## config.mk

```make
export PLATFORM = sky130hd
export DESIGN_NAME = tiled_channel_accumulator
export DESIGN_NICKNAME = d
export VERILOG_FILES = /design/src/rtl/acc_pkg.sv /design/src/rtl/pe_sum_stage.sv /design/src/rtl/tiled_channel_accumulator.sv
export SDC_FILE = /design/constraint.sdc
export NUM_CORES = 1
export LEC_CHECK = 0
export BUFFER_PORTS_ARGS = -buffer_cell sky130_fd_sc_hd__buf_4
export CAP_MARGIN = 20
export CORE_ASPECT_RATIO = 0.7
export CORE_MARGIN = 2
export CORE_UTILIZATION = 55
export DETAILED_ROUTE_END_ITERATION = 10
export PLACE_DENSITY = 0.76
export SLEW_MARGIN = 5
export SYNTH_ARGS = -nofsm -noshare
export SYNTH_HDL_FRONTEND = slang
export SYNTH_SLANG_ARGS = --single-unit
```

## constraint.sdc

```tcl
create_clock -name clk -period 3 [get_ports clk]
set_input_delay 0.6 -clock clk [delete_from_list [all_inputs] [get_ports clk]]
set_output_delay 0.6 -clock clk [all_outputs]
set_load 0.01 [all_outputs]
```

## src/rtl/acc_pkg.sv

```systemverilog
// ---------------------------------------------------------------------------
// acc_pkg: width helpers and input-side FSM state for tiled_channel_accumulator
// Revision 1.0
// ---------------------------------------------------------------------------
`default_nettype none

package acc_pkg;

  typedef enum logic [0:0] {
    IDLE  = 1'b0,
    ACCUM = 1'b1
  } acc_state_e;

  function automatic int calc_bit_pe(input int ifm_bit, input int w_bit,
                                     input int k, input int ch_per_tile);
    return ifm_bit + w_bit + $clog2(k * ch_per_tile);
  endfunction

  // Wide enough that TILES beats of K full-scale lanes can never wrap.
  function automatic int calc_bit_acc(input int ifm_bit, input int w_bit,
                                      input int k, input int ch_per_tile,
                                      input int tiles);
    return ifm_bit + w_bit + $clog2(k * k * ch_per_tile * tiles);
  endfunction

endpackage

`default_nettype wire

```

## src/rtl/pe_sum_stage.sv

```systemverilog
// ---------------------------------------------------------------------------
// pe_sum_stage: sign-extending K-lane adder with a holdable stage-1 register
// Revision 1.0
// ---------------------------------------------------------------------------
`default_nettype none

module pe_sum_stage
  import acc_pkg::*;
#(
  parameter int K       = 3,
  parameter int BIT_PE  = 25,
  parameter int BIT_ACC = 29
) (
  input  logic                      clk,
  input  logic                      rst_n,
  input  logic                      flush,
  input  logic                      adv,
  input  logic                      load,
  input  logic [K*BIT_PE-1:0]       pe,
  input  logic                      first,
  input  logic                      last,
  output logic                      s1_valid,
  output logic                      s1_first,
  output logic                      s1_last,
  output logic signed [BIT_ACC-1:0] s1_sum
);

  logic signed [BIT_ACC-1:0] lane_ext [K];
  logic signed [BIT_ACC-1:0] sum_comb;

  for (genvar i = 0; i < K; i++) begin : g_lane
    assign lane_ext[i] = {{(BIT_ACC-BIT_PE){pe[i*BIT_PE+BIT_PE-1]}},
                          pe[i*BIT_PE +: BIT_PE]};
  end

  always_comb begin
    sum_comb = '0;
    for (int i = 0; i < K; i++) begin
      sum_comb = sum_comb + lane_ext[i];
    end
  end

  // When adv is low the whole register holds so a stalled beat is not lost.
  always_ff @(posedge clk or negedge rst_n) begin
    if (!rst_n) begin
      s1_valid <= 1'b0;
      s1_first <= 1'b0;
      s1_last  <= 1'b0;
      s1_sum   <= '0;
    end else if (flush) begin
      s1_valid <= 1'b0;
    end else if (adv) begin
      s1_valid <= load;
      if (load) begin
        s1_sum   <= sum_comb;
        s1_first <= first;
        s1_last  <= last;
      end
    end
  end

endmodule

`default_nettype wire

```

## src/rtl/tiled_channel_accumulator.sv

```systemverilog
// ---------------------------------------------------------------------------
// tiled_channel_accumulator: sums K PE lanes per beat, accumulates TILES beats
// into one result with optional ReLU, valid/ready output. Revision 1.0
// ---------------------------------------------------------------------------
`default_nettype none

module tiled_channel_accumulator
  import acc_pkg::*;
#(
  parameter int IFM_BIT     = 8,
  parameter int W_BIT       = 8,
  parameter int K           = 3,
  parameter int CH_PER_TILE = 128,
  parameter int TILES       = 4,
  localparam int BIT_PE     = calc_bit_pe(IFM_BIT, W_BIT, K, CH_PER_TILE),
  localparam int BIT_ACC    = calc_bit_acc(IFM_BIT, W_BIT, K, CH_PER_TILE, TILES)
) (
  input  logic                      clk,
  input  logic                      rst_n,
  input  logic                      flush,
  input  logic                      relu_en,
  input  logic                      in_valid,
  output logic                      in_ready,
  input  logic [K*BIT_PE-1:0]       PE,
  output logic                      out_valid,
  input  logic                      out_ready,
  output logic signed [BIT_ACC-1:0] out_data
);

  localparam int CNT_W = (TILES > 1) ? $clog2(TILES) : 1;
  localparam logic [CNT_W-1:0] LAST_CNT = CNT_W'(TILES - 1);

  logic                      adv;
  logic                      accept;
  logic [CNT_W-1:0]          beat_cnt;
  logic                      beat_first;
  logic                      beat_last;
  acc_state_e                state;
  acc_state_e                state_nxt;
  logic                      relu_grp;
  logic                      s1_valid;
  logic                      s1_first;
  logic                      s1_last;
  logic signed [BIT_ACC-1:0] s1_sum;
  logic signed [BIT_ACC-1:0] acc;
  logic signed [BIT_ACC-1:0] nxt;

  // Single advance enable: a blocked output stalls every stage at once.
  assign adv        = !(out_valid && !out_ready) && !flush;
  assign in_ready   = adv;
  assign accept     = in_valid && adv;
  assign beat_first = (beat_cnt == '0);
  assign beat_last  = (beat_cnt == LAST_CNT);

  always_ff @(posedge clk or negedge rst_n) begin
    if (!rst_n) begin
      beat_cnt <= '0;
    end else if (flush) begin
      beat_cnt <= '0;
    end else if (accept) begin
      beat_cnt <= beat_last ? '0 : beat_cnt + CNT_W'(1);
    end
  end

  always_ff @(posedge clk or negedge rst_n) begin
    if (!rst_n) begin
      state <= IDLE;
    end else begin
      state <= state_nxt;
    end
  end

  always_comb begin
    state_nxt = state;
    if (flush) begin
      state_nxt = IDLE;
    end else if (accept) begin
      case (state)
        IDLE:    if (!beat_last) state_nxt = ACCUM;
        ACCUM:   if (beat_last)  state_nxt = IDLE;
        default: state_nxt = IDLE;
      endcase
    end
  end

  // The group's ReLU mode is fixed by its opening beat.
  always_ff @(posedge clk or negedge rst_n) begin
    if (!rst_n) begin
      relu_grp <= 1'b0;
    end else if (accept && (state == IDLE)) begin
      relu_grp <= relu_en;
    end
  end

  pe_sum_stage #(
    .K       (K),
    .BIT_PE  (BIT_PE),
    .BIT_ACC (BIT_ACC)
  ) u_pe_sum_stage (
    .clk      (clk),
    .rst_n    (rst_n),
    .flush    (flush),
    .adv      (adv),
    .load     (accept),
    .pe       (PE),
    .first    (beat_first),
    .last     (beat_last),
    .s1_valid (s1_valid),
    .s1_first (s1_first),
    .s1_last  (s1_last),
    .s1_sum   (s1_sum)
  );

  assign nxt = s1_first ? s1_sum : acc + s1_sum;

  always_ff @(posedge clk or negedge rst_n) begin
    if (!rst_n) begin
      acc       <= '0;
      out_valid <= 1'b0;
      out_data  <= '0;
    end else if (flush) begin
      acc       <= '0;
      out_valid <= 1'b0;
    end else begin
      if (out_valid && out_ready) begin
        out_valid <= 1'b0;
      end
      if (adv && s1_valid) begin
        if (s1_last) begin
          out_data  <= (relu_grp && nxt[BIT_ACC-1]) ? '0 : nxt;
          out_valid <= 1'b1;
          acc       <= '0;
        end else begin
          acc <= nxt;
        end
      end
    end
  end

endmodule

`default_nettype wire

```

# Word-level counts from Yosys, hierarchy flattened
# Index checks and enable logic that the tools add are counted.
# totals
ff_bits	95
inputBits	81
out_inout_bits	31
elab_cells	50
# op_classes
add_sub_neg	4
n_eq_ne	1
mux	17
bitwise_logic	2
n_reduce_logical	16
# op_table
operator	count
$mux 29	5
$add 29x29->29	1
$add 26x25->27	1
$add 25x25->26	1
$mux 1	9
$logic_and 1x1->1	7
$mux 2	3
$reduce_and 3->1	2
$reduce_bool 2->1	3
$logic_not 1->1	3
$add 2x1->2 const B	1
$eq 2x2->1 const B	1
$logic_not 2->1	1
$not 1->1	2

# Logic depth before layout (Yosys ltp)
# Gate-level depths: netlist (run 1).
# depth
word_depth	7
depth_mapped	14
depth_no_buf	14

# Modules after synthesis
# A second synthesis (run 1) with hierarchy kept.
# unflattened
hier_cells	823
area_unflattened_um2	7418.4
# by_module_without_submodules
mod	n_inst	cells_each	area_each_um2	seq_area_each_um2
tiled_channel_accumulator	1	483	4314.1	1576.5
pe_sum_stage	1	340	3104.2	750.7

# Worst setup path after synthesis (run 1)
# No wires, ideal clock.
# synth_path
path_type	input port to flip-flop
startpoint	input PE[1]
endpoint	register u_pe_sum_stage.s1_sum[25]
setup_ns	0.133
arrival_time_ns	2.886
required_ns	2.867
path_slack_ns	-0.019
stages	12
n_path_buf	0
cell_sequence	fa_1 > ha_1 > inv_1 > fa_1 > nor2b_1 > o31a_1 > o211ai_1 > a21oi_1 > a31oi_1 > o21ai_0 > xnor2_1 > o21ai_0
# synth_between
elab_chain_len	2
# synth_lines
item	line	text
start, declared	tiled_channel_accumulator.sv:24	input logic [K*BIT_PE-1:0] PE,
$add 25x25->26	pe_sum_stage.sv:39	sum_comb = sum_comb + lane_ext[i];
$add 26x25->27	pe_sum_stage.sv:39	
end signal, assigned	pe_sum_stage.sv:55	s1_sum <= sum_comb;
end, declared	pe_sum_stage.sv:25	output logic signed [BIT_ACC-1:0] s1_sum
# No other way between the ends.
# A chain may end at the register's enable or synchronous reset.

# Worst setup path after layout (run 1)
# layout_path
startpoint	input PE[1]
endpoint	register u_pe_sum_stage.s1_sum[23]
# The elaborated chain is that of the path after synthesis.

==> out/metrics.csv, run 1 <==
metric,value,unit
outcome,finished clean,
numCtsBuffers,9,
syn-num-nets,922,
cts-htree-levels,3,
drt_iter0_drc,462,
dp_hpwl,13620,um
start_util,56.06,%
synth_area_per_cell,9.144,um^2
via_per_inst,5.807,
clk_pin_slew,70,ps
ys_warn_count,0,
peakVddDrop,0.6131,mV
port_buffers,111,
antenna_cells,0,
num_rows,34,
ys.flop_type,dfrtp_1,
via_count,6219,
final_cell_mix,"buf_4, nand2_1, dfrtp_1, o21ai_0, ha_1",
grt_pass1_vias,6077,
r2r_cells,12,
r2r_setup_slack,190,ps
synth_top_family_by_area,compound AO/OA/AOI/OAI gates,
max_cap_viol_count,0,
path_buf_inv,2,
finalCritPeriodShare,95.97,%
slowest_delay,540,ps
antenna_found_initial,0,
grt_use_total,26.49,%
cp-end-kind,flip-flop,
drv_slew,0,
dieArea,13550,um^2
async_flop_share,100.0,%
hold_class,in2async,
die_w,138.3,um
hold_viol,0,
wl_per_cell,16.41,um
crit_chain,buf_4 > fa_1 > ha_2 > inv_1 > fa_2 > nor2b_2 > o31a_1 > o211ai_1 > a21oi_2 > a31oi_4 > o21bai_1 > xnor2_1 > o21ai_1,
tightest_slew,763.9,ps
fmax,347.3,MHz
nets,1068,
p_per_area,629.2,nW/um^2
r2r-end,out_data[3],
cts_tree,built,
synth-edff-count,0,
ys_top_cells_by_area,"dfrtp_1, ha_1, fa_1, o21ai_0, nand2_1",
area_delta_synth_final,24.19,%
clk_latency,350,ps
rr_startpoint,u_pe_sum_stage.s1_sum[0],
die_h,97.99,um
relSlewSlack,49.07,%
crit_family,adder cells,
yosysSeqAreaShare,33.53,%
coreArea,12380,um^2
synth_top_area_cell,dfrtp_1,
yosys.cell_types.count,60,
fillers,952,
crit_fanout,3,
synthMuxAreaShare,1.641,%
crit_path_start_kind,primary input,
final_cell_area,8620,um^2
utilization,69.63,%
synth_cells,759,
io_pins,112,
grt_max_degree,49,
ys_ff_latch,93,
clock_path_buffers,2,
dr.pass1.iters,6,
final_common_cell,buf_4,
cp.required,3220,ps
skew,8.723,ps
grt_pass1_wl,29480,um
arrival,3100,ps
crit_slowest_cell,fa_1,
postRouteAntennaNets,0,
p_leak,0.004118,uW
routabilityCongestion,0.9235,
synth_compound_area_share,24.75,%
cts_sinks,93,
path_class,in2reg,
drive_gt1_share,22.66,%
finalSetupViolCount,0,
root_buffer,clkbuf_16,
period_minus_slack,2879,ps
drcViolationCount,0,
synth_xor_area_share,4.669,%
yosys.area_share.adder,17.70,%
drt_wl_total,17570,um
synthesis.area,6940,um^2
place_area,8247,um^2
overflow,0,
yosysTopAreaCellShare,33.53,%
synthSimpleGateAreaFrac,14.64,%
report_power, final:
| part | internal (uW) | switching [uW] | total, uW |
|---|---|---|---|
| clock network | 646 | 494 | 1140 |
| logic | 1140 | 1340 | 2480 |
| registers | 1500 | 298 | 1800 |
| total | 3290 | 2130 | 5420 |
final cells by class:
type / count / area, um^2 / area share (%)
Inverter: 20 / 75.07 / 0.8710
Timing Repair Buffer: 165 / 1251 / 14.52
Multi-Input combinational cell: 616 / 4473 / 51.89
Tap cell: 162 / 202.7 / 2.352
Sequential cell: 93 / 2328 / 27.01
Clock buffer: 10 / 229.0 / 2.656
Clock inverter: 5 / 60.06 / 0.6968
registers in the layout, indices dropped and copies added (netlist names):
signal / cells
acc: 29
state: 1
out_valid: 1
relu_grp: 1
u_pe_sum_stage.s1_last: 1
u_pe_sum_stage.s1_sum: 27
out_data: 29
beat_cnt: 2
u_pe_sum_stage.s1_first: 1
u_pe_sum_stage.s1_valid: 1
synth_stat cells (3+ instances only):
library cell and instances:
nand2_1 108, dfrtp_1 93, o21ai_0 85, ha_1 55, a21oi_1 53, nor2_1 36
a22o_1 32, fa_1 27, clkbuf_1 22, xor2_1 21, inv_1 20, nand3_1 20
a21o_1 18, xnor2_1 16, o21bai_1 10, o21a_1 9, a211oi_1 8, mux2i_1 8
nor2b_1 8, a31oi_1 7, and2_1 7, nand2b_1 7, nor3_1 7, and3_1 6
o31ai_1 5, o211ai_1 4, o311ai_0 4, or3_1 4, a22oi_1 3, a41oi_1 3
and4_1 3, buf_1 3, buf_6 3, mux2_2 3, nand3b_1 3, nand4_1 3
nor3b_1 3, o31a_1 3
worst register-to-register path: stages, from the launching register on:
cell and delay [ps]:
dfrtp_1 420, ha_2 240, fa_1 420, a211oi_2 240
nor4_1 90, nor2_1 100, buf_4 150, a211oi_2 80
o21a_1 250, a21o_1 180, and3_1 170, buf_12 160
a22o_1 200
what timing repair did:
item,in CTS,in global routing
setup buffers,0,2
hold buffers,0,0
endpoints found under the setup margin,0,41
resized for setup,0,18
cells by family after synthesis:
group	count (synthesis)
DFF	93
xor gates and xnor gates	37
buffers and inverters	50
adders and majority gates	82
and+or+nand+nor	222
muxes	11
AOI/OAI and AO/OA	264
how the worst max path moves through the flow:
stage,cells after the start,start,end,slack [ps]
5_1_grt,13,PE[1],u_pe_sum_stage.s1_sum[23],-40
3_3_place_gp,13,PE[1],u_pe_sum_stage.s1_sum[21],-230
2_1_floorplan,12,PE[1],u_pe_sum_stage.s1_sum[23],1
3_5_place_dp,13,PE[1],u_pe_sum_stage.s1_sum[23],-360
4_1_cts,11,u_pe_sum_stage.s1_sum[0],out_data[3],4
6_report,13,PE[1],u_pe_sum_stage.s1_sum[23],120
per-layer routing:
metal | wire (um) | track usage [%] | share of wire [%]
met2 | 7530 | 40.10 | 43
met4 | 223 | 6.358 | 1.3
met1 | 8586 | 40.02 | 49
met5 | 0 | 0 | 0
met3 | 1229 | 4.414 | 7.0
per-stage QoR:
stage / instances / worst slack [ps] / setup TNS (ps) / hold WS [ps] / total power [uW]
after CTS: 1069 / 4.389 / 0 / 279.8 / 5356
after global placement: 1054 / -229.9 / -1621 / 466.0 / 4104
after floorplan: 759 / 1.117 / 0 / 304.4 / 3342
after detailed placement: 1054 / -355.4 / -2447 / 477.2 / 4204
final: 1071 / 120.8 / 0 / 260.0 / 5424
after global routing: 1071 / -43.89 / -74.85 / 309.0 / 5807
Power figures use the tool's default switching activity.
==> run 2: changes to the inputs <==
- GPL_ROUTABILITY_DRIVEN: not set -> 0
- clock period: 3 -> 3.6 ns (I/O delays scaled with it)
==> run 2 against run 1 <==
Against the previous run: critical path type is now reg2reg; highest routed layer unchanged; count of clock-buffer cells in the layout unchanged; first-iteration DRC count decreased by 4.5%; utilization decreased by 3.1 points; final area decreased by 4.4%; critical path depth decreased by 3.
==> out/metrics.csv, run 2 (same netlist as run 1, synthesis figures left out) <==
metric,value,unit,change
start_util,56.06,%,unchanged
fmax,307.1,MHz,
clock_path_buffers,2,,unchanged
cts_hold_buf,0,,unchanged
place_area,7911,um^2,-4.1%
via_per_inst,5.941,,+2.3%
postRouteAntennaNets,0,,unchanged
cts_tree,built,,
crit_family,compound AO/OA/AOI/OAI gates,,
cp.required,3850,ps,+630 ps
rr_startpoint,u_pe_sum_stage.s1_sum[0],,
r2r_cells,10,,-2
dp.cells,1011,,-4.1%
final_cell_mix,"buf_4, nand2_1, dfrtp_1, o21ai_0, ha_1",,
drive_gt1_share,17.21,%,-5.5 points
relSlewSlack,40.85,%,-8.2 points
antenna_found_initial,0,,unchanged
drt_iter0_drc,441,,-4.5%
via_count,6107,,-1.8%
period_minus_slack,3256,ps,
holdWs,484.6,ps,+224.6 ps
layout_setup_ws,343.6,ps,+222.9 ps
die_h,97.99,um,unchanged
hold_class,reg2reg,,
grt_use_total,26.11,%,-0.38 points
slowest_delay,470,ps,-70 ps
dieArea,13550,um^2,unchanged
io_pins,112,,unchanged
dp_hpwl,13050,um,-4.2%
drv_slew,0,,unchanged
grt_pass1_vias,6009,,-1.1%
p_leak,0.003920,uW,-4.8%
r2r_setup_slack,340,ps,+150 ps
max_cap_viol_count,0,,unchanged
drt_wl_total,17120,um,-2.6%
arrival,3510,ps,+410 ps
dr.pass1.iters,5,,-1
antenna_cells,0,,unchanged
final_cell_area,8239,um^2,-4.4%
wl_per_cell,16.65,um,+1.5%
cp-end-kind,flip-flop,,
path_class,reg2reg,,
num_rows,34,,unchanged
port_buffers,111,,unchanged
cts_sinks,93,,unchanged
crit_path_start_kind,flip-flop,,
dp_slack,56.79,ps,+412.2 ps
instances_no_fill,1028,,-4.0%
coreArea,12380,um^2,unchanged
overflow,0,,unchanged
reg.largest.list,"acc (29), out_data (29), u_pe_sum_stage.s1_sum (27)",,
cts_resized,0,,unchanged
die_w,138.3,um,unchanged
hold_viol,0,,unchanged
tns,0,ps,unchanged
finalCritPeriodShare,90.45,%,
cts-htree-levels,3,,unchanged
path_buf_inv,0,,-2
holdPathStages,2,,
cts_setup_buffers,0,,unchanged
area_delta_synth_final,18.71,%,
nets,1024,,-4.1%
clk_latency,360,ps,about the same
r2r-end,out_data[10],,
outcome,finished clean,,
peakVddDrop,0.3615,mV,-41%
crit_fanout,11,,+8
p_per_area,534.9,nW/um^2,-15%
final_common_cell,buf_4,,
root_buffer,clkbuf_16,,
tightest_slew,887.3,ps,+123.4 ps
crit_chain,ha_1 > fa_1 > a211oi_1 > nor4_1 > nor2_1 > a211oi_2 > o21a_1 > o21ai_1 > nand3_1 > o21ai_0,,
grt_max_degree,73,,+49%
clk_pin_slew,70,ps,about the same
grt_pass1_wl,28830,um,-2.2%
numCtsBuffers,9,,unchanged
hold_start,out_data[9],,
finalSetupViolCount,0,,unchanged
crit_slowest_cell,nand3_1,,
hold_path_end,out_data[9],,
drcViolationCount,0,,unchanged
skew,9.483,ps,+0.7607 ps
rsz0062_at_grt,no,,
-- run 2: cell count changes in the layout (fill, tap and decap cells not counted), sizes merged --
cell      change
buf          -44
clkinvlp      -1
inv           +2
-- run 2: metal layers --
layer	vias up	track usage, %	wire (um)
li1	2964	-	-
met1	2875	37.27	8086
met2	247	40.02	7516
met3	21	5.101	1302
met4	0	9.262	215
met5	-	0	0
-- run 2: final cells by class --
class	count	area, um^2
clock buffers	10	229.0
clock inverters	6	78.83
fillers	990	4140
inverters	20	75.07
multi-input cells	616	4404
flip-flops and latches	93	2328
well taps	162	202.7
repair buffers	121	920.9
-- run 2: per-stage QoR --
stage	utilization [%]	total power, uW
2_1_floorplan	-	2785
3_3_place_gp	63.91	3286
3_5_place_dp	63.91	3381
4_1_cts	66.39	4384
5_1_grt	66.56	4731
6_report	66.56	4407
-- run 2: how the worst max path moves through the flow --
stage                             start                   endpoint  slack (ps)  depth (start not counted)
4_1_cts        u_pe_sum_stage.s1_sum[0]               out_data[10]         400                         10
3_5_place_dp                      PE[1]  u_pe_sum_stage.s1_sum[25]          60                         13
3_3_place_gp                      PE[1]  u_pe_sum_stage.s1_sum[25]         120                         13
6_report       u_pe_sum_stage.s1_sum[0]               out_data[10]         340                         10
5_1_grt        u_pe_sum_stage.s1_sum[0]                out_data[0]         160                         10
2_1_floorplan                     PE[1]  u_pe_sum_stage.s1_sum[25]         460                         12
-- run 2: worst reg2reg max path, stage by stage, from the launching register on --
cell and delay (ps):
dfrtp_1 400, ha_1 250, fa_1 440, a211oi_1 320
nor4_1 110, nor2_1 250, a211oi_2 160, o21a_1 240
o21ai_1 110, nand3_1 470, o21ai_0 390
-- run 2: where the power goes --
| part | leakage, uW | switching [uW] | internal, uW | total (uW) |
|---|---|---|---|---|
| sequential | 0.00123 | 250 | 1250 | 1500 |
| clock | 0.000152 | 443 | 555 | 998 |
| combinational | 0.00254 | 1070 | 835 | 1910 |
| total | 0.00392 | 1760 | 2640 | 4410 |
